`config.mk`:
```
export PLATFORM = sky130hd
export DESIGN_NAME = nco_iq_demod
export DESIGN_NICKNAME = d
export VERILOG_FILES = /design/src/rtl/nco_demod_pkg.sv /design/src/rtl/nco_demod_mac.sv /design/src/rtl/nco_iq_demod.sv
export SDC_FILE = /design/constraint.sdc
export NUM_CORES = 1
export LEC_CHECK = 0
export ABC_AREA = 1
export CELL_PAD_IN_SITES_DETAIL_PLACEMENT = 1
export CELL_PAD_IN_SITES_GLOBAL_PLACEMENT = 2
export CORE_MARGIN = 4
export CORE_UTILIZATION = 38
export CTS_BUF_LIST = sky130_fd_sc_hd__clkbuf_16
export DETAILED_ROUTE_END_ITERATION = 16
export PLACE_DENSITY = 0.84
export SYNTH_ARGS = -nofsm -noshare
export SYNTH_HDL_FRONTEND = slang
export SYNTH_SLANG_ARGS = --single-unit
export TNS_END_PERCENT = 20
```
`constraint.sdc`:
```
create_clock -name clk -period 6.4 [get_ports clk]
set_clock_uncertainty 0.05 [all_clocks]
set_input_delay 0.64 -clock clk [delete_from_list [all_inputs] [get_ports clk]]
set_output_delay 0.64 -clock clk [all_outputs]
set_load 0.005 [all_outputs]
```
`src/rtl/nco_demod_pkg.sv`:
```
// Shared widths, FSM encoding and output reduction for the coherent I/Q demodulator.
// NCO_DEMOD_SAT_EN selects saturation instead of wrap-around at the symbol output.
package nco_demod_pkg;

  localparam int MPR   = 13;
  localparam int CW    = 8;
  localparam int SHIFT = 12;
  localparam int OPW   = 16;
  localparam int PW    = 2 * MPR;
  localparam int ACCW  = 2 * MPR + CW;

  localparam logic [0:0] IDLE  = 1'b0;
  localparam logic [0:0] ACCUM = 1'b1;

  // Symmetric limit +/-(2^(OPW-1)-1), held at accumulator width for signed compares.
  function automatic logic signed [ACCW-1:0] sat_limit();
    return $signed({{(ACCW-OPW+1){1'b0}}, {(OPW-1){1'b1}}});
  endfunction

  function automatic logic sym_saturates(input logic signed [ACCW-1:0] v);
    logic signed [ACCW-1:0] lim;
    lim = sat_limit();
    if ((v > lim) || (v < -lim)) begin
      return 1'b1;
    end else begin
      return 1'b0;
    end
  endfunction

  function automatic logic signed [OPW-1:0] reduce_sym(input logic signed [ACCW-1:0] v);
    logic signed [ACCW-1:0] res;
`ifdef NCO_DEMOD_SAT_EN
    logic signed [ACCW-1:0] lim;
    lim = sat_limit();
    if (v > lim) begin
      res = lim;
    end else if (v < -lim) begin
      res = -lim;
    end else begin
      res = v;
    end
`else
    res = v;
`endif
    return $signed(res[OPW-1:0]);
  endfunction

endpackage

```
`src/rtl/nco_demod_mac.sv`:
```
// One demodulator channel: registered product, integrate, and dump of the scaled symbol.
// NCO_DEMOD_SAT_EN adds the registered saturation flag; otherwise ovf is constant 0.
module nco_demod_mac
  import nco_demod_pkg::*;
#(
  parameter bit negate = 1'b0,
  parameter int shift  = SHIFT
) (
  input  logic                   clk,
  input  logic                   rst,
  input  logic                   clken,
  input  logic                   accept,
  input  logic                   last,
  input  logic                   clear,
  input  logic signed [MPR-1:0]  sample,
  input  logic signed [MPR-1:0]  coef,
  output logic signed [OPW-1:0]  sym,
  output logic                   ovf
);

  logic signed [PW-1:0]   raw;
  logic signed [PW-1:0]   prod;
  logic signed [PW-1:0]   p;
  logic                   p_valid;
  logic                   p_last;
  logic signed [ACCW-1:0] acc;
  logic signed [ACCW-1:0] sum;
  logic signed [ACCW-1:0] shifted;

  always_comb begin
    raw = $signed({{MPR{sample[MPR-1]}}, sample}) * $signed({{MPR{coef[MPR-1]}}, coef});
    if (negate) begin
      prod = -raw;
    end else begin
      prod = raw;
    end
    sum     = acc + $signed({{CW{p[PW-1]}}, p});
    shifted = sum >>> shift;
  end

  // A dump already in the product stage wins over an abort so the symbol still completes.
  always_ff @(posedge clk or posedge rst) begin
    if (rst) begin
      p       <= '0;
      p_valid <= 1'b0;
      p_last  <= 1'b0;
      acc     <= '0;
      sym     <= '0;
    end else if (clken) begin
      p_valid <= accept;
      p_last  <= accept & last;
      if (accept) begin
        p <= prod;
      end
      if (p_valid && p_last) begin
        acc <= '0;
        sym <= reduce_sym(shifted);
      end else if (clear) begin
        acc <= '0;
      end else if (p_valid) begin
        acc <= sum;
      end
    end
  end

`ifdef NCO_DEMOD_SAT_EN
  always_ff @(posedge clk or posedge rst) begin
    if (rst) begin
      ovf <= 1'b0;
    end else if (clken) begin
      ovf <= p_valid & p_last & sym_saturates(shifted);
    end
  end
`else
  assign ovf = 1'b0;
`endif

endmodule

```
`src/rtl/nco_iq_demod.sv`:
```
// Coherent I/Q integrate-and-dump demodulator fed by the sin/cos NCO.
// NCO_DEMOD_SAT_EN enables output saturation and the ovf_o flag.
module nco_iq_demod
  import nco_demod_pkg::*;
#(
  parameter int mpr   = MPR,
  parameter int cw    = CW,
  parameter int shift = SHIFT,
  parameter int opw   = OPW
) (
  input  logic                  clk,
  input  logic                  reset,
  input  logic                  clken,
  input  logic signed [mpr-1:0] sample_i,
  input  logic                  sample_valid,
  input  logic signed [mpr-1:0] fsin_i,
  input  logic signed [mpr-1:0] fcos_i,
  input  logic                  nco_valid,
  input  logic [cw-1:0]         sym_len_i,
  output logic signed [opw-1:0] i_o,
  output logic signed [opw-1:0] q_o,
  output logic                  sym_valid_o,
  output logic                  ovf_o
);

  localparam logic [cw-1:0] len_one  = {{(cw-1){1'b0}}, 1'b1};
  localparam logic [cw-1:0] len_zero = {cw{1'b0}};

  logic [0:0]    state;
  logic [0:0]    next_state;
  logic [cw-1:0] count;
  logic [cw-1:0] len_r;
  logic [cw-1:0] len_eff;
  logic          accept;
  logic          clear;
  logic          last;
  logic          last_p;
  logic          ovf_i;
  logic          ovf_q;

  always_comb begin
    accept     = 1'b0;
    clear      = 1'b0;
    next_state = state;
    case (state)
      IDLE: begin
        if (nco_valid) begin
          next_state = ACCUM;
        end else begin
          next_state = IDLE;
        end
      end
      ACCUM: begin
        if (nco_valid) begin
          accept = clken & sample_valid;
        end else begin
          next_state = IDLE;
          clear      = clken;
        end
      end
      default: begin
        next_state = IDLE;
      end
    endcase
  end

  // The symbol length is sampled only on the first sample of a symbol; 0 behaves as 1.
  always_comb begin
    if (count == len_zero) begin
      if (sym_len_i == len_zero) begin
        len_eff = len_one;
      end else begin
        len_eff = sym_len_i;
      end
    end else begin
      len_eff = len_r;
    end
    last = (count == (len_eff - len_one));
  end

  always_ff @(posedge clk or posedge reset) begin
    if (reset) begin
      state       <= IDLE;
      count       <= len_zero;
      len_r       <= len_zero;
      last_p      <= 1'b0;
      sym_valid_o <= 1'b0;
    end else if (clken) begin
      state       <= next_state;
      last_p      <= accept & last;
      sym_valid_o <= last_p;
      if (clear) begin
        count <= len_zero;
      end else if (accept) begin
        if (last) begin
          count <= len_zero;
        end else begin
          count <= count + len_one;
        end
      end
      if (accept && (count == len_zero)) begin
        len_r <= len_eff;
      end
    end
  end

  nco_demod_mac #(.negate(1'b0), .shift(shift)) u_mac_i (
    .clk    (clk),
    .rst    (reset),
    .clken  (clken),
    .accept (accept),
    .last   (last),
    .clear  (clear),
    .sample (sample_i),
    .coef   (fcos_i),
    .sym    (i_o),
    .ovf    (ovf_i)
  );

  nco_demod_mac #(.negate(1'b1), .shift(shift)) u_mac_q (
    .clk    (clk),
    .rst    (reset),
    .clken  (clken),
    .accept (accept),
    .last   (last),
    .clear  (clear),
    .sample (sample_i),
    .coef   (fsin_i),
    .sym    (q_o),
    .ovf    (ovf_q)
  );

  assign ovf_o = ovf_i | ovf_q;

endmodule
```
==> results.md <==
* Kind of critical path: in2reg
* Hold_buf cts at 0
* H-tree levels at 4
* Synth-to-layout area growth at 14.8%
* CTS clock-pin slew for the worst setup and hold paths at approximately 80 ps
* Final Max Slew Viols at 0
* Setup crit end kind: flop
* Die width at 257 um
* Post-CTS setup buffer count at 0
* Routed length per instance at 17.5 um
* Slew at the pin closest to its max-slew limit at between 1000 and 1500 ps
* Total number of vias at just over 20,000
* Maximum capacitance violations at 0
* Synth unique cells at between 40 and 50
* Full die area at 65,900 um2
* Outcome: finished clean
* Vias in the first global route at approximately 23,000
* Yosys warnings at 0
* Crit-path cells: clkdlybuf4s50_1 -> nand2_1 -> fa_1 -> fa_1 -> inv_1 -> buf_12 -> fa_1 -> inv_1 -> fa_1 -> inv_1 -> fa_1 -> ha_1 -> ha_1 -> nand2_1 -> nor4_1 -> nand4_1 -> nand3_1 -> nand2_1 -> a31oi_1
* Fraction of final layout cells sized beyond drive strength 1 at 7.69%
* Final GP Congestion at just under 0.9
* Number of fill cells at ~7,600
* Slowest stage delay, CP at ~660 ps
* Die Ht at about 260 um
* CTS Buf Count at 17
* Antenna violations before repair at 0
* Endpoints failing setup at 0
* Gr ovfl total at 0
* Final Util at between 40 and 50%
* Synth Area per Inst at around 7.6 um2
* Fin crit share at a little over nine tenths
* Arr. time, crit path at 6480 ps
* Top cell by count, worst path: fa_1
* Buffers and inverters on the worst path at 5
* Starting DRT DRC Count at 870
* Final HPWL from detailed placement at 59.8 mm
* Worst slew margin at approximately 29%
* First-pass GRT wire length at around 120 mm
* I/O pins at 86
* CTS max path bufs at 2
* Unrepaired setup endpoints after global routing: yes
* Clk Latency, worst-skew pair at around 460 ps
* CTS tree: yes
* Placed insts at just over 4,000
* Core Rows at 90
* ANT cells at 0
* # resized after CTS at 0
* Root buffer cell: clkbuf_16
* WP data required at between 6000 and 7000 ps
* Total GRT Usage at 21.9%
* Synthesis-stage register bit count at 160
* Post-Syn Instances at about 3,100
* Max Freq at 162 MHz
* Mapped cell area at 23,500 um2
* Non-filler cells in the finished layout at around 4,100
* Hold Path Class: reg2reg
* PortBufs at 84
* Nets at around 3,800
* Via/cell ratio at 5.00
* DRC at 0
* Fin crit period at about 6200 ps
* Critical path's slowest cell: fa_1
* Drt pass-1 iters at 5
* Core Box Area at ~61,000 um2
* Post-Route WL at between 70 and 80 mm
* Max FO, Critical Path at 5
* Sequential share of the synthesized area at between 10% and 20%
* Syn nets at approximately 3,700
* Clock net sink count at 160
* Largest net degree at the start of global routing at slightly below 80
* Post-DRT Antenna Nets at 0
* Crit start category: input pin
* Initial Util at between 30% and 40%
* Cell family contributing the most delay on the critical path: adder cells
* Hold Vio Cnt, Final at 0
[cells by family (layout without fill, tap and decap cells)]
logic type | after synthesis | count (layout) | synth area share [%]
other | 1 | 1 | 0.0159
AO/OA/AOI/OAI | 327 | 327 | 7.86
flip-flops | 160 | 160 | 17.0
adder cells (fa/ha/maj) | 529 | 529 | 38.7
XOR/XNOR | 56 | 56 | 2.08
AND/OR/NAND/NOR | 1241 | 1241 | 21.7
buffers and inverters | 783 | 963 | 12.6
[per-stage QoR]
stage | TNS (ps) | area [um2] | worst slack [ps] | hold slack, ps
after floorplan | 0 | 23500 | 472 | 392
after global placement | -478 | 26400 | -168 | 408
after detailed placement | -1680 | 26400 | -252 | 417
after CTS | 0 | 27000 | 231 | 435
after global routing | -6.88 | 27000 | -5.41 | 450
final | 0 | 27000 | 245 | 427
[tightest hold or removal path: stages (launching register included)]
cell and delay, ps:
dfrtp_1 340, nand2_1 60, nand2_1 50
[layer usage]
layer	vias up	GRT usage, %	wire length (um)	share of wire [%]
li1	9740	-	-	-
met1	10200	30.9	34400	48
met2	277	37.3	33800	48
met3	53	2.14	1960	2.8
met4	0	4.05	886	1.2
met5	-	0	0	0
[worst paths after layout]
path | slack (ps) | depth (start not counted) | to | from
setup / recovery | 240 | 19 | u_mac_i.p[22] | fcos_i[1]
hold / removal | 430 | 2 | u_mac_q.sym[13] | u_mac_q.sym[13]
setup reg to reg | 3250 | 16 | count[7] | count[0]
hold reg to reg | 430 | 2 | u_mac_q.sym[13] | u_mac_q.sym[13]
max in group asynchronous | 4400 | 3 | u_mac_q.acc[4] | reset
min in group asynchronous | 510 | 2 | u_mac_i.sym[15] | reset
[registers in the layout, summed over array words and instances (netlist names)]
name / flops
u_mac_i.p: 26
sym_valid_o: 1
u_mac_i.sym: 16
u_mac_q.p_last: 1
u_mac_i.acc: 28
u_mac_q.sym: 16
len_r: 8
count: 8
u_mac_q.acc: 28
u_mac_q.p: 26
state: 1
u_mac_q.p_valid: 1
[cell type report]
class                      instances  area, um2  share of cell area (%)
clock buffer                      17        425                    1.58
clock inverter                    15        138                   0.510
inverter                         688       2590                    9.58
multi-input combinational       2154      16600                    61.5
sequential                       160       4000                    14.8
tap                              782        978                    3.62
timing repair buffer             243       2270                    8.43
[layout by cell type, fill, tap and decap left out, drive strengths merged, types with 11 or more instances in the layout]
cell           synthesis  layout
a32o                  11      11
a21oi                116     116
ha                   199     199
dfrtp                160     160
buf                   15     159
nor2                 157     157
clkdlybuf4s50          0      83
inv                  685     689
or2                   30      30
o21ai                138     138
nand3                141     141
nor3                  24      24
fa                   330     330
nand4                 20      20
nand2                850     850
xnor2                 31      31
xor2                  25      25
a31oi                 15      15
clkbuf                80      17
[synth_stat cells, drive strengths merged]
| cell | n | area [um2] |
|---|---|---|
| a211oi | 3 | 22.5 |
| a21boi | 5 | 37.5 |
| a21o | 9 | 67.6 |
| a21oi | 116 | 581 |
| a221oi | 4 | 35.0 |
| a22o | 2 | 17.5 |
| a31o | 3 | 26.3 |
| a31oi | 15 | 93.8 |
| a32o | 11 | 110 |
| a41oi | 1 | 8.76 |
| and2 | 2 | 12.5 |
| and3 | 1 | 6.26 |
| buf | 15 | 86.3 |
| clkbuf | 80 | 300 |
| clkinv | 3 | 11.3 |
| conb | 1 | 3.75 |
| dfrtp | 160 | 4000 |
| fa | 330 | 6610 |
| ha | 199 | 2490 |
| inv | 685 | 2570 |
| nand2 | 850 | 3210 |
| nand3 | 141 | 718 |
| nand3b | 7 | 52.6 |
| nand4 | 20 | 125 |
| nor2 | 157 | 619 |
| nor3 | 24 | 125 |
| nor4 | 9 | 56.3 |
| o2111ai | 1 | 8.76 |
| o211ai | 3 | 22.5 |
| o21a | 2 | 15.0 |
| o21ai | 138 | 694 |
| o21bai | 8 | 60.1 |
| o221a | 1 | 11.3 |
| o31ai | 5 | 37.5 |
| or2 | 30 | 188 |
| xnor2 | 31 | 272 |
| xor2 | 25 | 219 |
Power is not shown: default switching activity piles up to over one toggle a cycle in this logic, so the estimate is an artifact.
